[config.mk]
export PLATFORM = sky130hd
export DESIGN_NAME = mem_access_unit
export DESIGN_NICKNAME = d
export VERILOG_FILES = /design/src/rtl/lc3b_types.sv /design/src/rtl/mem_access_unit.sv
export SDC_FILE = /design/constraint.sdc
export NUM_CORES = 1
export LEC_CHECK = 0
export ABC_AREA = 1
export CORE_ASPECT_RATIO = 2
export CORE_UTILIZATION = 42
export DETAILED_ROUTE_END_ITERATION = 10
export GPL_TIMING_DRIVEN = 0
export PLACE_DENSITY = 0.78
export RECOVER_POWER = 50
export SYNTH_ARGS = -nofsm -noshare
export SYNTH_HDL_FRONTEND = slang
export SYNTH_SLANG_ARGS = --single-unit
export TNS_END_PERCENT = 100
[constraint.sdc]
create_clock -name clk -period 2.1 [get_ports clk]
set_input_delay 0.21 -clock clk [delete_from_list [all_inputs] [get_ports clk]]
set_output_delay 0.21 -clock clk [all_outputs]
set_load 0.02 [all_outputs]
[src/rtl/lc3b_types.sv]
// Shared LC-3b types: machine word, pipeline control word, MEM-stage states.
package lc3b_types;

  typedef logic [15:0] lc3b_word;

  // Subset of the EX/MEM control word that the MEM stage consumes.
  typedef struct packed {
    logic       is_nop;
    logic       mem_read;
    logic       mem_write;
    logic       indirect_enable;
    logic [1:0] mem_byte_enable;
  } lc3b_control_word;

  typedef enum logic [1:0] {
    mem_idle = 2'd0,
    mem_ind  = 2'd1,
    mem_acc  = 2'd2,
    mem_done = 2'd3
  } lc3b_mem_state;

  // Word accesses ignore the low address bit.
  function automatic lc3b_word word_align(input lc3b_word a);
    return {a[15:1], 1'b0};
  endfunction

endpackage

[src/rtl/mem_access_unit.sv]
// MEM-stage sequencer: issues data-memory accesses (including the two-access
// indirect sequence), stalls the pipeline until data returns, and hands load
// data plus a completion pulse to the MEM/WB register.
//
// Memory handshake: an access is presented by holding dmem_read or dmem_write
// high together with a stable address/wdata/byte-enable; the memory completes
// it by raising dmem_resp for one cycle, at which point the unit either issues
// the next access on the same edge or drops the strobes. dmem_resp seen while
// no access is outstanding is ignored.
module mem_access_unit
  import lc3b_types::*;
#(
  parameter int TIMEOUT_CYCLES = 0,
  parameter int CNT_WIDTH      = 8
) (
  input  logic             clk,
  input  logic             rst_n,
  input  logic             stage_valid,
  input  lc3b_control_word ctrl_in,
  input  logic [15:0]      addr_in,
  input  logic [15:0]      wdata_in,
  input  logic             dmem_resp,
  input  logic [15:0]      dmem_rdata,
  output logic             dmem_read,
  output logic             dmem_write,
  output logic [15:0]      dmem_address,
  output logic [15:0]      dmem_wdata,
  output logic [1:0]       dmem_byte_enable,
  output logic [15:0]      mem_rdata_out,
  output logic             mem_done,
  output logic             stall,
  output logic             timeout_err,
  output logic [1:0]       state_dbg
);

  localparam bit                   WD_EN  = (TIMEOUT_CYCLES != 0);
  localparam logic [CNT_WIDTH-1:0] WD_LIM = CNT_WIDTH'(TIMEOUT_CYCLES);

  lc3b_mem_state        state, state_n;
  logic [CNT_WIDTH-1:0] cnt, cnt_n, cnt_sat;
  logic                 rd_n, wr_n, terr_n, wd_expire;
  logic [15:0]          addr_n, wdata_n, rdata_n;
  logic [1:0]           be_n;
  logic                 mem_op;
  logic                 ctrl_wr, ctrl_rd;

  assign mem_op = stage_valid & ~ctrl_in.is_nop & (ctrl_in.mem_read | ctrl_in.mem_write);

  // A word with both read and write set is treated as a store.
  assign ctrl_wr = ctrl_in.mem_write;
  assign ctrl_rd = ctrl_in.mem_read & ~ctrl_in.mem_write;

  assign mem_done  = (state == lc3b_types::mem_done);
  assign stall     = ((state == mem_idle) & mem_op) | (state == mem_ind) | (state == mem_acc);
  assign state_dbg = state;

  // Next state, next registered memory-port values and watchdog counter.
  always_comb begin
    state_n   = state;
    rd_n      = dmem_read;
    wr_n      = dmem_write;
    addr_n    = dmem_address;
    wdata_n   = dmem_wdata;
    be_n      = dmem_byte_enable;
    rdata_n   = mem_rdata_out;
    terr_n    = timeout_err;
    cnt_n     = cnt;
    cnt_sat   = (cnt == {CNT_WIDTH{1'b1}}) ? cnt : cnt + 1'b1;
    wd_expire = WD_EN && (cnt_sat >= WD_LIM);

    case (state)
      mem_idle: begin
        rd_n = 1'b0;
        wr_n = 1'b0;
        if (mem_op) begin
          cnt_n = '0;
          if (ctrl_in.indirect_enable) begin
            state_n = mem_ind;
            rd_n    = 1'b1;
            addr_n  = word_align(addr_in);
            be_n    = 2'b11;
          end else begin
            state_n = mem_acc;
            rd_n    = ctrl_rd;
            wr_n    = ctrl_wr;
            addr_n  = addr_in;
            be_n    = ctrl_in.mem_byte_enable;
            wdata_n = wdata_in;
          end
        end
      end

      mem_ind: begin
        if (dmem_resp) begin
          // Chain straight into the final access; strobes stay high.
          state_n = mem_acc;
          cnt_n   = '0;
          rd_n    = ctrl_rd;
          wr_n    = ctrl_wr;
          addr_n  = word_align(dmem_rdata);
          be_n    = ctrl_in.mem_byte_enable;
          wdata_n = wdata_in;
        end else if (wd_expire) begin
          state_n = lc3b_types::mem_done;
          rd_n    = 1'b0;
          wr_n    = 1'b0;
          terr_n  = 1'b1;
        end else begin
          cnt_n = cnt_sat;
        end
      end

      mem_acc: begin
        if (dmem_resp) begin
          state_n = lc3b_types::mem_done;
          rd_n    = 1'b0;
          wr_n    = 1'b0;
          if (dmem_read) rdata_n = dmem_rdata;
        end else if (wd_expire) begin
          state_n = lc3b_types::mem_done;
          rd_n    = 1'b0;
          wr_n    = 1'b0;
          terr_n  = 1'b1;
        end else begin
          cnt_n = cnt_sat;
        end
      end

      default: begin
        state_n = mem_idle;
      end
    endcase
  end

  // State, memory-port and status registers with synchronous reset.
  always_ff @(posedge clk) begin
    if (!rst_n) begin
      state            <= mem_idle;
      dmem_read        <= 1'b0;
      dmem_write       <= 1'b0;
      dmem_address     <= '0;
      dmem_wdata       <= '0;
      dmem_byte_enable <= 2'b11;
      mem_rdata_out    <= '0;
      timeout_err      <= 1'b0;
      cnt              <= '0;
    end else begin
      state            <= state_n;
      dmem_read        <= rd_n;
      dmem_write       <= wr_n;
      dmem_address     <= addr_n;
      dmem_wdata       <= wdata_n;
      dmem_byte_enable <= be_n;
      mem_rdata_out    <= rdata_n;
      timeout_err      <= terr_n;
      cnt              <= cnt_n;
    end
  end

endmodule
; ---- Word level (Yosys, flattened, before mapping)
; Cells that the tools add are included.
[totals]
regBits = 54
word_cells = 57
[op_classes]
eq_ne = 7
muxes = 26
n_bitwise = 9
n_reduce_logical = 8
[op_table]
columns = cell, n
row1 = 16-bit 2-to-1 mux, 5
row2 = 16-bit case mux with 2 select lines, 2
row3 = 2-bit 2-to-1 mux, 7
row4 = 3-bit AND reduction, 4
row5 = 1-bit 2-to-1 mux, 8
row6 = 2-bit inequality test (second input constant), 4
row7 = 1-bit case mux with 3 select lines, 2
row8 = 2-bit case mux with 3 select lines, 1
row9 = 1-bit bitwise AND, 4
row10 = 2-bit equality test (second input constant), 2
row11 = 2-bit case mux with 2 select lines, 1
row12 = 4-bit AND reduction, 1
row13 = 1-bit OR, 3
row14 = 3-bit nonzero test, 1
row15 = 2-bit by 1-bit equality test with 1-bit output (second input constant), 1
row16 = 2-bit logical NOT, 1
row17 = 1-bit inverter, 2
row18 = 2-bit nonzero test, 1

; ---- Depth between registers and ports, before layout
[depth]
depth_word = 6
ltp_mapped = 10

; ---- Least setup slack after synthesis
; Ideal clock, no wire load.
[synth_timing]
path_kind = register to register
from = register state[0], in the netlist state_dbg[0]
to = register dmem_wdata[10]
setup_time_ns = 0.110
t_arrival_ns = 1.596
t_required_ns = 1.990
slack_ns = 0.394
path_stages_with_launch = 10
n_path_buf = 1
synth_period_minus_slack_ns = 1.706
path_cell_list = dfxtp_1 -> inv_1 -> ha_1 -> nand2_1 -> inv_2 -> nor2_4 -> buf_2 -> nand4_1 -> nand2_1 -> nor2_1
[synth_between]
elab_chain_cells = 3
[synth_rtl]
columns = element, line_no
row1 = start: declaration, mem_access_unit.sv:39  ; lc3b_mem_state state, state_n;
row2 = start signal: assignment, mem_access_unit.sv:138  ; state <= mem_idle;
row3 = start signal: assignment, mem_access_unit.sv:148  ; state <= state_n;
row4 = 2-bit by 1-bit equality test with 1-bit output or 2-bit logical NOT (tied branches), --
row5 = 2-bit inequality test (no line) or 2-bit nonzero test (tied branches), --
row6 = 4-bit AND reduction (no line), --
row7 = end signal: assignment, mem_access_unit.sv:152  ; dmem_wdata <= wdata_n;
row8 = end: declaration, mem_access_unit.sv:27  ; output logic [15:0] dmem_wdata,
; Parallel ways exist; a longest one is shown, timed or not.
; A chain may end at the register's enable or synchronous reset.

; ---- Worst setup path after layout
[layout_timing]
from = register state[1], in the netlist state_dbg[1]
to = output stall
[layout_between]
elab_chain_cells = 4
[layout_rtl]
columns = element, line_no
row1 = 2-bit logical NOT, --
row2 = 1-bit bitwise AND, mem_access_unit.sv:54  ; assign stall = ((state == mem_idle) & mem_op) | (state == mem_ind) | (state == mem_acc);
row3 = 1-bit OR, mem_access_unit.sv:54
row4 = 1-bit OR *, mem_access_unit.sv:54
row5 = end: declaration, mem_access_unit.sv:31  ; output logic stall,
; Every way passes the cells marked *; elsewhere a longest branch is shown, timed or not.

==> qor.csv <==
stage,metric,value,unit
critical_path,Reg2Reg Setup Slack,0.27,ns
grt,largest net degree at the start of global routing,17,
route,DRT Wirelength,8100,microns
critical_path,r2r worst-path depth,8,
floorplanning,Die ar.,7370,sq um
timing,"Setup violations, final",0,
floorplanning,vertical die dimension,120,microns
grt,GR met2 Demand/Resource,44.8,%
clocking,Max Root-Sink Buffers,2,
route,DRT antenna net count,0,
critical_path,Buf/Inv on CP,4,
grt,GR peak layer,met2,
placed_design,# port buffers,112,
logic_synthesis,post-synthesis register bit count,54,
route,vias per cell,4.67,
placed_design,post-DP HPWL,6530,microns
logic_synthesis,Synth top area share,36.7,%
worst_hold_path,hold endpoint,mem_rdata_out[9],
grt,first-pass GRT wire length,13100,microns
timing,RSZ-0062 raised after global routing,false,
grt,total grt overflow,0,
clocking,Worst-path clk slew,0.07,ns
placed_design,GP Congestion,0.850,
critical_path,CP top delay family,buffers and inverters,
grt,GR Util met1,23.1,%
critical_path,"Req. time, crit path",1.89,ns
clocking,CTS Buf Count,5,
floorplanning,top-level I/O count,115,
worst_hold_path,min-delay worst type,input pin to flip-flop,
floorplanning,core area,6670,sq um
grt,vias in the first global route,2970,
timing,Peak Freq,513,MHz
worst_hold_path,hold path depth,3,
logic_synthesis,Yosys cell types,25,
finish,Synth-to-Final Area Change,48.7,%
critical_path,crit start category,flip-flop,
finish,share of cells above drive strength 1,9.39,%
critical_path,Worst path depth,7,
grt,initial antenna violation count,0,
timing,Fin. Hold Viols,0,
worst_hold_path,hold_sp,rst_n,
floorplanning,die width,61.2,microns
finish,multi-input gate area in the final layout,1270,sq um
placed_design,Placed Cells,655,
clocking,clk_lat worst skew,0.29,ns
finish,"non-filler cells, final",663,
route,DRT iter0 DRCs,134,
route,drt first pass iters,4,
power_and_ir_drop,VDD IR max,0.597,mV
critical_path,WP data arrival,1.74,ns
critical_path,CP Cell Sequence,"inv_1, ha_1, buf_4, buf_4, nor2_1, nand2_1, clkbuf_2",
route,via count,3097,
critical_path,crit path launch,state_dbg[1],
floorplanning,Initial Utilization,44.1,%
job,max cap viols,0,
critical_path,CP peak stage delay,0.38,ns
logic_synthesis,Synth Warn #,0,
timing,Setup Skew,0.00427,ns
clocking,CTS Sinks,54,
timing,Slew Limit Fails,0,
power_and_ir_drop,Leak Pwr,2.20,nW
critical_path,reg2reg start,state_dbg[1],
route,drt drc,0,
logic_synthesis,"top cells by area, synth","dfxtp_1 (37%), nand2_1 (14%), inv_1 (12%)",
timing,final worst path period need,1.95,ns
grt,met3 track demand over resource,3.53,%
logic_synthesis,Mapped Avg Cell Area,6.47,sq um
critical_path,Crit Path Class,flip-flop to output pin,
critical_path,slowest cell on the critical path,dfxtp_4,
finish,nets,637,
finish,post-route cell area,4380,sq um
critical_path,Crit path top cell by count,buf_4,
critical_path,Worst setup EP type,output pin,
clocking,H-tree Lvls,2,
power_and_ir_drop,Power Dens Cells,1190,nW/um^2
logic_synthesis,Mapped Nets,518,
logic_synthesis,Synth area leader,dfxtp_1,
critical_path,worst r2r dst,dmem_address[3],
floorplanning,row count,42,
route,drt wl/cell,12.2,microns
status,run status,"complete, no violations",
logic_synthesis,post-synthesis cell count,455,
critical_path,worst-path fanout max,10,
clocking,CTS tree,yes,
clocking,Root Buffer Master,clkbuf_16,
grt,GRT Total Usage,23.7,%
logic_synthesis,area of the mapped netlist,2940,sq um
clocking,Hold Buf Count CTS,0,
logic_synthesis,sequential cell area fraction in the yosys report,36.7,%
timing,part of the cycle the worst path needs,92.8,%
finish,# diodes,0,
placed_design,placed cell area,4170,sq um
finish,fillers,626,
finish,register area,1090,sq um
[power by group]
| group | internal [mW] | switching [mW] | total [mW] |
|---|---|---|---|
| clock | 0.716 | 0.367 | 1.08 |
| combinational | 1.10 | 1.63 | 2.72 |
| sequential | 1.28 | 0.136 | 1.42 |
[sequential cells by signal (all words and copies together) (netlist names)]
| name | cells |
|---|---|
| dmem_write | 1 |
| dmem_wdata | 16 |
| state_dbg | 2 |
| dmem_byte_enable | 2 |
| mem_rdata_out | 16 |
| dmem_read | 1 |
| dmem_address | 16 |
[per-stage QoR]
step / TNS [ns] / hold slack (ns) / util [%] / setup slack, ns / power, mW
floorplan: 0 / 0.402 / - / 0.394 / 3.29
global placement: -0.0647 / 0.431 / 62.5 / -0.0647 / 4.20
detailed placement: -0.0608 / 0.440 / 62.5 / -0.0608 / 4.26
CTS: 0 / 0.350 / 65.6 / 0.00712 / 5.36
global route: 0 / 0.366 / 65.6 / 0.0557 / 5.64
finish: 0 / 0.352 / 65.6 / 0.151 / 5.22
[synthesized netlist by cell type]
master    number
nor2_2         2
buf_4          5
nand2_2        2
nand4_1       36
a21oi_1       16
nor2_4         1
conb_1         1
dfxtp_1       54
and2_0         9
nor2_1        41
nor3_1         2
inv_2         21
nand2_1      112
o22ai_1        1
buf_1          3
nand3_1        7
nand3_4        2
o21bai_1       2
o21ai_0       19
buf_2          3
and2_1         6
buf_6          7
ha_1           5
clkbuf_1       7
inv_1         91
[area by class of cell]
type,instances,area share (%)
Multi-Input combinational cell,264,29.1
Inverter,112,9.61
Sequential cell,54,24.8
Clock inverter,2,1.37
Tap cell,88,2.52
Timing Repair Buffer,112,25.5
Clock buffer,6,3.17
Buffer,25,3.92
[per-layer routing]
layer  wire, microns  up-vias
met1            2790     1380
met2            4730      104
met3             357       15
li1                -     1598
met4             223        0
met5               0        -
[kinds of logic after synthesis]
kind of cell | Yosys count | synth area share, %
buf+inv | 137 | 20.0
compound gates | 38 | 6.68
fa+ha+maj | 5 | 2.13
simple gates | 220 | 34.3
flops | 54 | 36.7
other cells | 1 | 0.127
[timing repair]
| item | 4_1_cts | 5_1_grt |
|---|---|---|
| gates resized for setup | 6 | 1 |
| setup endpoints to repair | 1 | 1 |
| setup buffers | 0 | 0 |
[worst max-delay path by stage]
stage,to
floorplan,dmem_wdata[10]
global placement,stall
detailed placement,stall
CTS,stall
global route,dmem_address[1]
finish,stall
[cells in the final DEF (no fill, tap or decap), drive strengths merged]
cell type,n
dfxtp,54
ha,5
nor2,44
o22ai,1
nand2,114
and2,15
conb,1
nand4,36
bufinv,2
o21ai,19
clkbuf,14
buf,18
a21oi,16
inv,112
clkdlybuf4s50,57
o21bai,2
nand3,9
dlygate4sd3,54
nor3,2
[worst min-delay path: stages]
cell	delay [ns]
clkbuf_1	0.20
o21ai_0	0.13
a21oi_1	0.05
Note: power is estimated with default switching activity, not from simulation.
